--- config.mk ---
export PLATFORM = sky130hd
export DESIGN_NAME = vga_output_stage
export DESIGN_NICKNAME = d
export VERILOG_FILES = /design/src/rtl/vga_pkg.sv /design/src/rtl/vga_bar_gen.sv /design/src/rtl/vga_output_stage.sv
export SDC_FILE = /design/constraint.sdc
export NUM_CORES = 1
export LEC_CHECK = 0
export CORE_UTILIZATION = 30
export DETAILED_ROUTE_END_ITERATION = 6
export GPL_ROUTABILITY_DRIVEN = 0
export PLACE_DENSITY = 0.59
export SLEW_MARGIN = 5
export SYNTH_ARGS = -nofsm -noshare
export SYNTH_HDL_FRONTEND = slang
export SYNTH_SLANG_ARGS = --single-unit
--- constraint.sdc ---
create_clock -name clk -period 1.5 [get_ports clk]
set_input_delay 0.15 -clock clk [delete_from_list [all_inputs] [get_ports clk]]
set_output_delay 0.15 -clock clk [all_outputs]
set_load 0.02 [all_outputs]
--- src/rtl/vga_pkg.sv ---
// Shared definitions for the VGA output stage: mode encodings, bar count
// and the colour widening helper.
package vga_pkg;

    typedef enum logic [1:0] {
        MODE_PASS  = 2'd0,
        MODE_GRAY  = 2'd1,
        MODE_BARS  = 2'd2,
        MODE_SOLID = 2'd3
    } vga_mode_e;

    localparam int BAR_COUNT    = 8;
    localparam int MAX_IN_BITS  = 8;
    localparam int MAX_OUT_BITS = 10;

    // Repeats the in_bits-wide value MSB-first until at least out_bits bits
    // exist, then keeps the top out_bits of that stream.
    function automatic logic [MAX_OUT_BITS-1:0] widen(
        input logic [MAX_IN_BITS-1:0] value,
        input int                     in_bits,
        input int                     out_bits
    );
        logic [19:0] acc;
        int          bits;
        acc  = '0;
        bits = 0;
        for (int k = 0; k < MAX_OUT_BITS; k++) begin
            if (bits < out_bits) begin
                acc  = (acc << in_bits) | 20'(value);
                bits = bits + in_bits;
            end
        end
        return MAX_OUT_BITS'(acc >> (bits - out_bits));
    endfunction

endpackage

--- src/rtl/vga_bar_gen.sv ---
// Colour-bar source: eight equal-width bars across the active line,
// restarting from white at the start of every line.
module vga_bar_gen
    import vga_pkg::*;
#(
    parameter int IN_BITS  = 4,
    parameter int H_ACTIVE = 640
) (
    input  logic               clk,
    input  logic               rst,
    input  logic               video_output,
    output logic [IN_BITS-1:0] bar_r,
    output logic [IN_BITS-1:0] bar_g,
    output logic [IN_BITS-1:0] bar_b
);

    localparam int COLS  = H_ACTIVE / BAR_COUNT;
    localparam int COL_W = (COLS > 1) ? $clog2(COLS) : 1;
    localparam logic [COL_W-1:0] COL_LAST = COL_W'(COLS - 1);
    localparam logic [2:0]       IDX_LAST = 3'(BAR_COUNT - 1);

    logic [COL_W-1:0] col;
    logic [2:0]       idx;

    // The last bar holds until blanking clears both counters.
    always_ff @(posedge clk or posedge rst) begin
        if (rst) begin
            col <= '0;
            idx <= '0;
        end else if (!video_output) begin
            col <= '0;
            idx <= '0;
        end else if (col == COL_LAST) begin
            col <= '0;
            if (idx != IDX_LAST) idx <= idx + 3'd1;
        end else begin
            col <= col + COL_W'(1);
        end
    end

    assign bar_r = {IN_BITS{~idx[1]}};
    assign bar_g = {IN_BITS{~idx[2]}};
    assign bar_b = {IN_BITS{~idx[0]}};

endmodule

--- src/rtl/vga_output_stage.sv ---
// Registered VGA output stage: selects the colour source per frame-locked
// mode, widens to DAC width and delays colour/sync/blank with equal latency.
module vga_output_stage
    import vga_pkg::*;
#(
    parameter int IN_BITS         = 4,
    parameter int OUT_BITS        = 8,
    parameter int PIPE_DEPTH      = 2,
    parameter int H_ACTIVE        = 640,
    parameter bit SYNC_ACTIVE_LOW = 1'b1
) (
    input  logic                   clk,
    input  logic                   rst,
    input  logic [IN_BITS-1:0]     r,
    input  logic [IN_BITS-1:0]     g,
    input  logic [IN_BITS-1:0]     b,
    input  logic                   horizontal_sync,
    input  logic                   vertical_sync,
    input  logic                   video_output,
    input  logic [1:0]             mode,
    input  logic [3*IN_BITS-1:0]   solid_rgb,
    output logic [OUT_BITS-1:0]    vga_r,
    output logic [OUT_BITS-1:0]    vga_g,
    output logic [OUT_BITS-1:0]    vga_b,
    output logic                   vga_horizontal_sync,
    output logic                   vga_vertical_sync,
    output logic                   vga_clk,
    output logic                   vga_blank_n,
    output logic                   vga_sync_n,
    output logic [15:0]            frame_count
);

    localparam logic SYNC_IDLE = SYNC_ACTIVE_LOW;

    logic              vs_prev;
    logic              frame_start;
    vga_mode_e         mode_active;
    vga_mode_e         mode_eff;
    logic [IN_BITS+1:0] luma_sum;
    logic [IN_BITS-1:0] gray;
    logic [IN_BITS-1:0] bar_r, bar_g, bar_b;
    logic [IN_BITS-1:0] sel_r, sel_g, sel_b;
    logic [OUT_BITS-1:0] wide_r, wide_g, wide_b;

    logic [PIPE_DEPTH-1:0][OUT_BITS-1:0] r_pipe, g_pipe, b_pipe;
    logic [PIPE_DEPTH-1:0]               hs_pipe, vs_pipe, blank_pipe;

    assign frame_start = (vs_prev == SYNC_IDLE) && (vertical_sync != SYNC_IDLE);
    // A mode presented together with the frame start governs that same pixel.
    assign mode_eff    = frame_start ? vga_mode_e'(mode) : mode_active;

    always_ff @(posedge clk or posedge rst) begin
        if (rst) begin
            vs_prev     <= SYNC_IDLE;
            mode_active <= MODE_PASS;
            frame_count <= '0;
        end else begin
            vs_prev <= vertical_sync;
            if (frame_start) begin
                mode_active <= vga_mode_e'(mode);
                frame_count <= frame_count + 16'd1;
            end
        end
    end

    vga_bar_gen #(
        .IN_BITS  (IN_BITS),
        .H_ACTIVE (H_ACTIVE)
    ) u_bar_gen (
        .clk          (clk),
        .rst          (rst),
        .video_output (video_output),
        .bar_r        (bar_r),
        .bar_g        (bar_g),
        .bar_b        (bar_b)
    );

    assign luma_sum = {2'b00, r} + {1'b0, g, 1'b0} + {2'b00, b};
    assign gray     = IN_BITS'(luma_sum >> 2);

    always_comb begin
        sel_r = r;
        sel_g = g;
        sel_b = b;
        case (mode_eff)
            MODE_GRAY: begin
                sel_r = gray;
                sel_g = gray;
                sel_b = gray;
            end
            MODE_BARS: begin
                sel_r = bar_r;
                sel_g = bar_g;
                sel_b = bar_b;
            end
            MODE_SOLID: begin
                sel_r = solid_rgb[3*IN_BITS-1 -: IN_BITS];
                sel_g = solid_rgb[2*IN_BITS-1 -: IN_BITS];
                sel_b = solid_rgb[IN_BITS-1:0];
            end
            default: ;
        endcase
        if (!video_output) begin
            sel_r = '0;
            sel_g = '0;
            sel_b = '0;
        end
    end

    assign wide_r = OUT_BITS'(widen(MAX_IN_BITS'(sel_r), IN_BITS, OUT_BITS));
    assign wide_g = OUT_BITS'(widen(MAX_IN_BITS'(sel_g), IN_BITS, OUT_BITS));
    assign wide_b = OUT_BITS'(widen(MAX_IN_BITS'(sel_b), IN_BITS, OUT_BITS));

    always_ff @(posedge clk or posedge rst) begin
        if (rst) begin
            r_pipe     <= '0;
            g_pipe     <= '0;
            b_pipe     <= '0;
            hs_pipe    <= {PIPE_DEPTH{SYNC_IDLE}};
            vs_pipe    <= {PIPE_DEPTH{SYNC_IDLE}};
            blank_pipe <= '0;
        end else begin
            r_pipe[0]     <= wide_r;
            g_pipe[0]     <= wide_g;
            b_pipe[0]     <= wide_b;
            hs_pipe[0]    <= horizontal_sync;
            vs_pipe[0]    <= vertical_sync;
            blank_pipe[0] <= video_output;
            for (int s = 1; s < PIPE_DEPTH; s++) begin
                r_pipe[s]     <= r_pipe[s-1];
                g_pipe[s]     <= g_pipe[s-1];
                b_pipe[s]     <= b_pipe[s-1];
                hs_pipe[s]    <= hs_pipe[s-1];
                vs_pipe[s]    <= vs_pipe[s-1];
                blank_pipe[s] <= blank_pipe[s-1];
            end
        end
    end

    assign vga_r               = r_pipe[PIPE_DEPTH-1];
    assign vga_g               = g_pipe[PIPE_DEPTH-1];
    assign vga_b               = b_pipe[PIPE_DEPTH-1];
    assign vga_horizontal_sync = hs_pipe[PIPE_DEPTH-1];
    assign vga_vertical_sync   = vs_pipe[PIPE_DEPTH-1];
    assign vga_blank_n         = blank_pipe[PIPE_DEPTH-1];
    assign vga_clk             = clk;
    assign vga_sync_n          = 1'b0;

endmodule

==> results list, run 1 <==
* Result of the run: finished, violations left
- The final reports fail on negative setup slack.
- Post-detailed-placement half-perimeter wirelength: 5060 µm
* Ports: 76
- Post-layout power: 5.30 mW
* Number of global-route vias before repair: 2326
- Global routing consumed, over all layers together, 15.1% of the routing resources.
* Largest cells by area after synthesis: sky130_fd_sc_hd__dfrtp_1 (46%), sky130_fd_sc_hd__buf_4 (7.0%), sky130_fd_sc_hd__xnor2_1 (4.2%)
- Leakage dissipation: 2.08 nW
- Area added between synthesis and finish: 54.7%
* Hold Path Cell Cnt: 3
* Floorplan die width: 101 µm
- The routed design has 7010 µm of wire.
- Share of the synthesized area in the top cell type: 46.4%
- Buffers placed on the I/O ports in this run total 74.
- Summing every instance area after synthesis gives 0.00291 mm².
* Critical-path maximum fanout: 8
- Maximum operating frequency: 628 MHz
* Minimum setup slack after placement: -891 ps
- The final hold violation count came to 0.
- Kind of capture point of the worst setup path: register
- The floorplan step defined a die boundary enclosing 0.0101 mm².
- Sequential cells were found to cover 50.0% of the synthesized design area.
- Warnings from Yosys: 0
- The number of antenna violations at the first check in global routing was 0.
* Routed len/inst: 14.0 µm
- The first global-routing pass estimated 11100 µm of wire.
- Initial cell density of the core: 31.2%
- Via count: 2217
- The synthesized design contains 58 register bits.
- Clock period minus worst slack: 1590 ps
* Synth Area per Inst: 11.2 µm²
- Data required time at the worst endpoint: 1850 ps
* Net count of the finished layout: 407
- Final Slew Violations: 0
- 0 antenna diodes ended up in the layout.
* Cell Rows: 35
- Post-DR vias/cell: 4.44
- Clock skew after layout: 4.86 ps
- The netlist uses 48 different library cells.
* Cell Pwr Density: 1180 mW/mm²
- Critical path launch point type: register
- The floorplan step defined a core boundary enclosing 0.00933 mm².
- Fin Setup TNS: -623 ps
- Most used flip-flop cell after synthesis: sky130_fd_sc_hd__dfrtp_1
- Post-route cell area: 0.00451 mm²
* Number of enable-type register cells in the synthesized netlist: 0
- Number of cells produced by synthesis: 259
- Most common cell after layout, fill and taps aside: sky130_fd_sc_hd__dfrtp_1
- The tightest min-delay check is of the primary input to register type.
* Worst-skew pair later-pin latency: 440 ps
- Gr ovfl total: 0
- Number of instances in the placed design: 469
- Async set-or-reset flop fraction in the synthesized netlist: 100%
- Total area of sequential cells: 0.00146 mm²
- For this block, the initial DRC count from the detailed router was 45.
- The critical path is of the register to register type.
- Area of the multi-input gates: 0.00144 mm²
- The number of nets in the synthesized netlist is 301.
- Across the run, the number of max-cap violations was 0.
- Dividing the final minimum period by the clock period gives 106%.
- Ratio of cells with drive above 1 in the final layout: 38.1%
- Vertical die dimension: 101 µm
- Clock-pin slew reported for the worst setup and hold paths after clock tree synthesis: 60 ps
* Endpoints failing setup: 11
* Synth area leader: sky130_fd_sc_hd__dfrtp_1
- Measured in cells, the most critical reg-to-reg path has a length of 4.
* Residual DRC: 0
* Critical path arrival: 1950 ps
- Pin count of the biggest net entering global routing: 26
- Number of nets still failing antenna checks after routing: 0
- Number of standard cells in the layout, taps in and fillers out: 499
* Unrepaired setup endpoints after global routing: yes
- CTS tree: done
* Final setup slack of the worst path: -91.2 ps
* Peak supply drop: 0.000446 V
* Post-DP Area: 0.00396 mm²
- 1st-pass router iterations: 4
- Number of fill cells: 867
- Commonest cells after routing, fill and taps aside: sky130_fd_sc_hd__dfrtp_1 (52), sky130_fd_sc_hd__dlygate4sd2_1 (44), sky130_fd_sc_hd__buf_4 (37)
## sequential cells by signal, summed over array words and instances (netlist names), 3 cells and up
name and count:
b_pipe 4, frame_count 16, g_pipe 4, r_pipe 4
u_bar_gen.col 7, u_bar_gen.idx 3, vga_b 4, vga_g 4
vga_r 4
## worst paths after layout
| path | endpoint | slack, ps | from |
|---|---|---|---|
| max | g_pipe[5]$_DFF_PP0_ | -90 | vs_pipe[0]$_DFF_PP1_ |
| min | b_pipe[5]$_DFF_PP0_ | 40 | b[1] |
| max reg2reg | g_pipe[5]$_DFF_PP0_ | -90 | vs_pipe[0]$_DFF_PP1_ |
| min reg2reg | vga_b[6]$_DFF_PP0_ | 350 | b_pipe[6]$_DFF_PP0_ |
| max in group asynchronous | hs_pipe[1]$_DFF_PP1_ | 970 | rst |
| min in group asynchronous | frame_count[15]$_DFFE_PP0N_ | 50 | rst |
## metrics by stage
step / hold slack (ps) / util (%)
after detailed placement: 335 / 42.4
after floorplan: 154 / -
after global placement: 332 / 42.4
after global routing: 36.9 / 48.3
final: 42.9 / 48.3
after CTS: 32.3 / 47.5
## Yosys cell counts, types with 3 or more instances
cell                       count
sky130_fd_sc_hd__fa_1          4
sky130_fd_sc_hd__xnor2_1      14
sky130_fd_sc_hd__a21oi_1       5
sky130_fd_sc_hd__ha_1          7
sky130_fd_sc_hd__inv_1        13
sky130_fd_sc_hd__dfrtp_1      54
sky130_fd_sc_hd__a211oi_1      4
sky130_fd_sc_hd__nor2_1       17
sky130_fd_sc_hd__o31ai_1       3
sky130_fd_sc_hd__and3_1        9
sky130_fd_sc_hd__o32ai_1       3
sky130_fd_sc_hd__nor2b_1       6
sky130_fd_sc_hd__nand2_1      14
sky130_fd_sc_hd__nand2b_1      3
sky130_fd_sc_hd__xor2_1        7
sky130_fd_sc_hd__dfstp_2       4
sky130_fd_sc_hd__buf_4        27
sky130_fd_sc_hd__nand3_1       8
sky130_fd_sc_hd__and2_1        4
sky130_fd_sc_hd__mux2i_1       4
sky130_fd_sc_hd__o21ai_0      13
## power by group
group / switching, mW / internal (mW)
clock: 0.671 / 1.27
combinational: 0.756 / 0.698
sequential: 0.141 / 1.77
total: 1.57 / 3.73
## worst max-delay path, stage by stage, from the launching register on
cell                       delay [ps]
sky130_fd_sc_hd__dfstp_2          580
sky130_fd_sc_hd__nor2b_4          200
sky130_fd_sc_hd__mux2_4           370
sky130_fd_sc_hd__a21boi_4         170
sky130_fd_sc_hd__a211oi_2         190
## cell type report
type                    instances  area share (%)
flip-flops and latches         58            32.4
multi-input cells             157            32.0
repair buffers                121            24.2
clock buffers                  18            4.94
well taps                     129            3.58
inverters                      14            1.53
clock inverters                 2            1.33
## repair_timing
item	in CTS	in global routing
gates cloned	1	0
pin swaps	27	19
hold buffers	0	0
setup endpoints to repair	68	25
buffers inserted	9	3
gates resized for setup	117	24
## layer usage
metal / global-route usage, % / vias to the layer above / routed length [µm]
met4: 9.14 / 0 / 170
met3: 4.37 / 14 / 255
met1: 17.4 / 1080 / 3000
li1: - / 1071 / -
met5: 0 / - / 0
met2: 24.8 / 52 / 3580
## cells by family after synthesis
kind of cell	Yosys count	synth area share (%)
AO/OA/AOI/OAI	40	9.79
XOR/XNOR	21	6.31
adder cells (fa/ha/maj)	11	5.76
buffers and inverters	44	9.75
flip-flops	58	50.0
multiplexers	6	2.66
other	1	0.129
AND/OR/NAND/NOR	78	15.6
Power figures use the tool's default switching activity.
==> run 2: changes to the inputs <==
PLACE_DENSITY = 0.57   (was 0.59)
SKIP_CTS_REPAIR_TIMING = 1   (was default)
clock period = 1.9 ns   (was 1.5 ns; I/O delays follow)
==> run 2 against run 1 <==
  * The run now ends clean
  * Sequential share of layout area is 3.1 points higher
  * Routed wire length is 7.7% lower
  * Critical path type is now clock port to output port
  * Design area is 8.9% lower
  * Largest power group unchanged
  * Cell count is 5.4% lower
==> results list, run 2 (synthesis gave the netlist of run 1 again) <==
- Result of the run: finished, final reports clean (was finished, violations left).
* End of the worst register-to-register path: frame_count[15]$_DFFE_PP0N_ (was g_pipe[5]$_DFF_PP0_)
- Data required time at the worst endpoint: 1710 ps (was 1850 ps)
- Routed len/inst: 13.7 µm (was 14.0 µm)
* Iter 0 DRT Violations: 92 (was 45)
* Most common cell after layout, fill and taps aside: sky130_fd_sc_hd__clkdlybuf4s50_1 (was sky130_fd_sc_hd__dfrtp_1)
- Cell Pwr Density: 998 mW/mm² (was 1180 mW/mm²)
* Gr ovfl total: 0 (unchanged)
- Routed length on met1: 2860 µm (was 3000 µm)
- Initial cell density of the core: 31.2% (unchanged)
* Worst reg-to-reg setup slack: 180 ps (was -90 ps)
- The met3 wirelength from detailed routing is 317 µm (was 255 µm).
- Clock-pin slew reported for the worst setup and hold paths after clock tree synthesis: 70 ps (was 60 ps)
- WP buf/inv: 3 (was 0)
* Critical Path Source: clk (was vs_pipe[0]$_DFF_PP1_)
- Cell with the largest stage delay on the worst path: sky130_fd_sc_hd__clkdlybuf4s50_1 (was sky130_fd_sc_hd__dfstp_2)
- Overall routing resource usage: 14.6% (was 15.1%)
- The final routed wirelength across all metal layers came to 6460 µm (was 7010 µm).
- Cells traversed along the worst timing path: clkbuf_8, clkbuf_8, clkdlybuf4s50_1 (was nor2b_4, mux2_4, a21boi_4, a211oi_2)
- The area growth from synthesis to layout is 40.9% (was 54.7%).
- CORE AREA: 0.00933 mm² (unchanged)
- Final Slew Violations: 0 (unchanged)
- Hold worst-path end: g_pipe[4]$_DFF_PP0_ (was b_pipe[5]$_DFF_PP0_)
* Crit-path max cell delay: 520 ps (was 580 ps)
- The clock latency on the worst-skew pair was 450 ps (was 440 ps).
- Net count of the finished layout: 380 (was 407)
- Critical-path maximum fanout: 2 (was 8)
* Biggest registers after layout: frame_count: 16 flops, u_bar_gen.col: 7 flops (unchanged)
- Kind of capture point of the worst setup path: output port (was register)
* Post-DP Area: 0.00375 mm² (was 0.00396 mm²)
- 1st-pass router iterations: 4 (unchanged)
- Cell Rows: 35 (unchanged)
* Antenna violations before repair: 0 (unchanged)
- The vertical extent of the die was 101 µm (unchanged).
* Critical path type: clock port to output port (was register to register)
- Ant. Diodes: 0 (unchanged)
- Commonest cells after routing, fill and taps aside: sky130_fd_sc_hd__clkdlybuf4s50_1 (66), sky130_fd_sc_hd__dfrtp_1 (54), sky130_fd_sc_hd__buf_4 (20) (was sky130_fd_sc_hd__dfrtp_1 (52), sky130_fd_sc_hd__dlygate4sd2_1 (44), sky130_fd_sc_hd__buf_4 (37))
- Total area of sequential cells: 0.00146 mm² (about the same)
* Critical path arrival: 1700 ps (was 1950 ps)
* Area of the multi-input gates: 0.00123 mm² (was 0.00144 mm²)
- Utilization after layout: 44.0% (was 48.3%)
* Number of fill cells: 892 (was 867)
- The ratio of cells with drive above 1 in the final layout came to 21.0% (was 38.1%).
- Number of global-route vias before repair: 2186 (was 2326)
- The largest net degree at the start of global routing was 59 (was 26).
- The critical hold path startpoint was g[0] (was b[1]).
* Reg2reg path depth: 5 (was 4)
* Floorplan die width: 101 µm (unchanged)
- The clock tree from TritonCTS was done (unchanged).
- Post-detailed-placement half-perimeter wirelength: 4760 µm (was 5060 µm)
* Number of instances in the placed design: 452 (was 469)
* Ports: 76 (unchanged)
* Reg2reg start: vs_pipe[0]$_DFF_PP1_ (unchanged)
- Final count of hold timing violations: 0 (unchanged)
- The wire length on met2 came to 3170 µm (was 3580 µm).
- The worst hold-check path type is primary input to register (unchanged).
- Fin Setup TNS: 0 ps (was -623 ps)
- Gate family responsible for the most delay along the worst path: buffers and inverters (was flip-flops)
* Reported max-cap violation count: 0 (unchanged)
- Unrepaired setup endpoints after global routing: no (was yes).
- The total of endpoints with negative setup slack in the final report came to 0 (was 11).
- Leakage dissipation: 1.85 nW (was 2.08 nW)
* Input/output buffers: 74 (unchanged)
- The number of cells on the worst hold path is 3 (unchanged).
- The final design area excluding fillers came to 0.00410 mm² (was 0.00451 mm²).
* Post-layout power: 4.10 mW (was 5.30 mW)
- The most numerous cell type found on the critical path is sky130_fd_sc_hd__clkbuf_8.
* Top layer used by detailed routing: met4 (unchanged)
* Via count: 2102 (was 2217)
- The final standard cell count with taps included and fillers excluded was 472 (was 499).
- The number of flip-flops under the largest register name was 16 (unchanged).
* Clock skew after layout: 9.01 ps (was 4.86 ps)
* Die Footprint: 0.0101 mm² (unchanged)
* Residual DRC: 0 (unchanged)
- The vias per cell is 4.45 (was 4.44).
- The largest vdd supply drop was 0.000670 V (was 0.000446 V).
- Number of nets still failing antenna checks after routing: 0 (unchanged)
- First-pass GRT wire length: 10900 µm (was 11100 µm)
* Register with the most flip-flops: frame_count (unchanged)
* Critical path launch point type: clock port (was register)
## run 2: changes by cell type in the layout (fill, tap and decap cells not counted), moves of 4 or more
cell / before / now
sky130_fd_sc_hd__clkdlybuf4s50_1: 21 / 66
sky130_fd_sc_hd__dlygate4sd2_1: 44 / 0
sky130_fd_sc_hd__buf_4: 37 / 20
sky130_fd_sc_hd__buf_6: 8 / 0
sky130_fd_sc_hd__dlymetal6s2s_1: 0 / 8
sky130_fd_sc_hd__o21ai_0: 3 / 10
sky130_fd_sc_hd__clkbuf_2: 5 / 0
sky130_fd_sc_hd__ha_1: 2 / 6
sky130_fd_sc_hd__inv_1: 7 / 11
sky130_fd_sc_hd__nor2_1: 13 / 17
sky130_fd_sc_hd__o21ai_1: 4 / 0
## run 2: worst max-delay path by stage
stage                                     end  slack [ps]  cells after the start
after global placement    b_pipe[4]$_DFF_PP0_        -560                      8
after detailed placement  r_pipe[4]$_DFF_PP0_        -630                      8
final                                 vga_clk          10                      3
after floorplan           b_pipe[4]$_DFF_PP0_          10                      7
after global routing                  vga_clk           2                      3
after CTS                 g_pipe[5]$_DFF_PP0_        -150                      8
## run 2: final cells by class
class / count / share of cell area [%]
clock buffers: 16 / 5.03
clock inverters: 4 / 1.80
inverters: 14 / 1.34
multi-input cells: 157 / 30.0
flip-flops and latches: 58 / 35.5
well taps: 129 / 3.93
repair buffers: 94 / 22.4
## run 2: where the power goes
part	internal, mW	total (mW)	switching, mW
logic	0.522	1.04	0.522
registers	1.39	1.50	0.113
clock network	0.981	1.55	0.569
## run 2: routing by layer
| metal | GRT usage [%] | up-vias |
|---|---|---|
| li1 | - | 1008 |
| met1 | 17.9 | 1028 |
| met2 | 22.8 | 52 |
| met3 | 5.83 | 14 |
| met4 | 6.47 | 0 |
| met5 | 0 | - |
## run 2: metrics by stage
| step | setup slack (ps) | hold slack [ps] |
|---|---|---|
| final | 12.8 | 93.1 |
| after global routing | 1.88 | 86.8 |
| after CTS | -154 | 123 |
| after detailed placement | -634 | 335 |
| after global placement | -559 | 332 |
| after floorplan | 9.60 | 194 |
## run 2: worst min-delay path: cells and delay by family
kind	cells	cell delay [ps]
buffers and inverters	1	130
AO/OA/AOI/OAI	1	60
AND/OR/NAND/NOR	1	120
==> run 3: changes to the inputs <==
CORE_ASPECT_RATIO = 0.8   (was default)
CORE_MARGIN = 5   (was default)
GPL_TIMING_DRIVEN = 0   (was default)
==> run 3 against run 2 <==
  * Combinational power is 8% higher
  * Highest routed layer unchanged
  * Design area is 5.2% higher
  * Largest cell class unchanged
  * Worst setup slack improved by 21 ps
  * Largest power group unchanged
==> results list, run 3 (synthesis gave the netlist of run 1 again) <==
* Number of global-route vias before repair: 2083 (was 2186)
- The register with the most flip-flops was frame_count (unchanged).
* Post-route cell area: 0.00432 mm² (was 0.00410 mm²)
- The area growth from synthesis to layout is 48.2% (was 40.9%).
* Via count: 2115 (was 2102)
- Max_slew headroom: 58.5%
- Ports: 76 (unchanged)
- The routing usage on met2 was 16.8% (was 22.8%).
- Final Slew Violations: 0 (unchanged)
* Routed len/inst: 14.0 µm (was 13.7 µm)
* Iter 0 DRT Violations: 96 (was 92)
* Share of the clock period used by the worst path: 98.2%
- The worst hold-check path type was primary input to register (unchanged).
- Critical path arrival: 2200 ps (was 1700 ps)
* Peak supply drop: 0.000523 V (was 0.000670 V)
- Final setup slack of the worst path: 33.6 ps (was 12.8 ps)
- The number of antenna violations at the first check in global routing is 0 (unchanged).
- The layer carrying the most global-route usage is met2 (unchanged).
- Post-DP Area: 0.00382 mm² (was 0.00375 mm²)
- The first-pass detailed-route iteration total came to 4 (unchanged).
* Fin Setup TNS: 0 ps (unchanged)
* Die Footprint: 0.0118 mm² (was 0.0101 mm²)
* Input/output buffers: 74 (unchanged)
* First-pass GRT wire length: 10600 µm (was 10900 µm)
* Vertical die dimension: 98.1 µm (was 101 µm)
* CORE AREA: 0.00957 mm² (was 0.00933 mm²)
- The ratio of cells with drive above 1 in the final layout is 22.8% (was 21.0%).
* Overall routing resource usage: 11.5% (was 14.6%)
- The total number of nets in the final design was 393 (was 380).
- The number of cells on the worst hold path is 3 (unchanged).
* Reg2reg path depth: 5 (unchanged)
- The final hold violation count is 0 (unchanged).
- The data required time at the worst endpoint came to 2230 ps (was 1710 ps).
- Clock period minus worst slack: 1870 ps
- For the pin with the worst max-slew slack, the measured transition is 622 ps.
- The vias per cell was 4.45 (about the same).
- The total of endpoints with negative setup slack in the final report was 0 (unchanged).
- Number of fill cells: 905 (was 892)
- The clock latency on the worst-skew pair is 430 ps (was 450 ps).
- The number of flip-flops under the largest register name was 16 (unchanged).
- Number of nets still failing antenna checks after routing: 0 (unchanged)
* Most common cell after layout, fill and taps aside: sky130_fd_sc_hd__clkdlybuf4s50_1 (unchanged)
* Cell Pwr Density: 1100 mW/mm² (was 998 mW/mm²)
- The worst-case hold slack came to 87.3 ps (was 93.1 ps).
- The clock tree from TritonCTS is done (unchanged).
- The kind of critical path is primary input to register (was clock port to output port).
- The leakage component of the power was 1.96 nW (was 1.85 nW).
- The maximum fanout count along the critical path came to 5 (was 2).
* Residual DRC: 0 (unchanged)
- Kind of capture point of the worst setup path: register (was output port)
* Met3 routing resource usage after global routing: 3.42% (was 5.83%)
- Post-layout power: 4.75 mW (was 4.10 mW)
- Critical path launch point type: primary input (was clock port)
- Floorplan die width: 120 µm (was 101 µm)
* Post-Route WL: 6640 µm (was 6460 µm)
- The initial standard-cell utilization of the core came to 30.4% (was 31.2%).
* Gr ovfl total: 0 (unchanged)
- The clock slew at the register clock pins of the worst setup and hold paths was 50 ps (was 70 ps).
- Based on the critical path, the design can be clocked at up to 536 MHz.
- Result of the run: finished, final reports clean (unchanged).
* Reported max-cap violation count: 0 (unchanged)
- Ant. Diodes: 0 (unchanged)
- Met1 capacity usage during global routing: 15.5% (was 17.9%)
* Minimum setup slack after placement: -723 ps (was -634 ps)
- The count of standard-cell rows was 32 (was 35).
* Pin count of the biggest net entering global routing: 31 (was 59)
- Biggest registers after layout: frame_count: 16 flops, u_bar_gen.col: 7 flops (unchanged)
- Unrepaired setup endpoints after global routing: no (unchanged)
- Commonest cells after routing, fill and taps aside: sky130_fd_sc_hd__clkdlybuf4s50_1 (66), sky130_fd_sc_hd__dfrtp_1 (54), sky130_fd_sc_hd__buf_4 (30) (was sky130_fd_sc_hd__clkdlybuf4s50_1 (66), sky130_fd_sc_hd__dfrtp_1 (54), sky130_fd_sc_hd__buf_4 (20))
- Clock skew after layout: 6.25 ps (was 9.01 ps)
- Post-detailed-placement half-perimeter wirelength: 4930 µm (was 4760 µm)
-- run 3: stage by stage --
step,utilization [%],std cells
after detailed placement,39.9,453
after CTS,44.1,472
after global placement,39.7,452
after floorplan,-,259
final,45.1,475
after global routing,45.1,475
-- run 3: power by group --
group          switching [mW]  leakage [nW]  internal, mW
registers               0.114         0.739          1.39
logic                   0.534          1.02         0.585
clock network           0.618         0.204          1.51
total                    1.27          1.96          3.48
-- run 3: layout make-up --
type | count | area (µm²) | area share, %
flip-flops and latches | 58 | 1460 | 33.7
multi-input cells | 157 | 1230 | 28.4
repair buffers | 77 | 791 | 18.3
clock buffers | 16 | 334 | 7.74
plain buffers | 30 | 229 | 5.31
well taps | 119 | 149 | 3.45
clock inverters | 4 | 75.1 | 1.74
inverters | 14 | 55.1 | 1.28
-- run 3: worst max-delay path, stage by stage --
cell and delay [ps]:
sky130_fd_sc_hd__clkdlybuf4s50_1 530, sky130_fd_sc_hd__fa_1 480, sky130_fd_sc_hd__ha_4 290, sky130_fd_sc_hd__a21oi_1 210, sky130_fd_sc_hd__o22ai_1 110, sky130_fd_sc_hd__nand4b_1 260, sky130_fd_sc_hd__o31ai_1 140
-- run 3: final timing paths --
path                                      start              endpoint  slack (ps)
setup / recovery                           r[3]   g_pipe[6]$_DFF_PP0_          30
hold / removal                             g[0]   g_pipe[4]$_DFF_PP0_          90
setup reg to reg           vs_pipe[0]$_DFF_PP1_   g_pipe[4]$_DFF_PP0_         110
hold reg to reg             b_pipe[6]$_DFF_PP0_    vga_b[6]$_DFF_PP0_         340
max in group asynchronous                   rst  vs_pipe[0]$_DFF_PP1_        1090
min in group asynchronous                   rst    vga_r[3]$_DFF_PP0_         170
-- run 3: routing by layer --
layer,share of wire [%],up-vias
met2,46,65
met5,0,-
met4,2.2,0
met1,46,995
met3,5.8,15
li1,-,1040
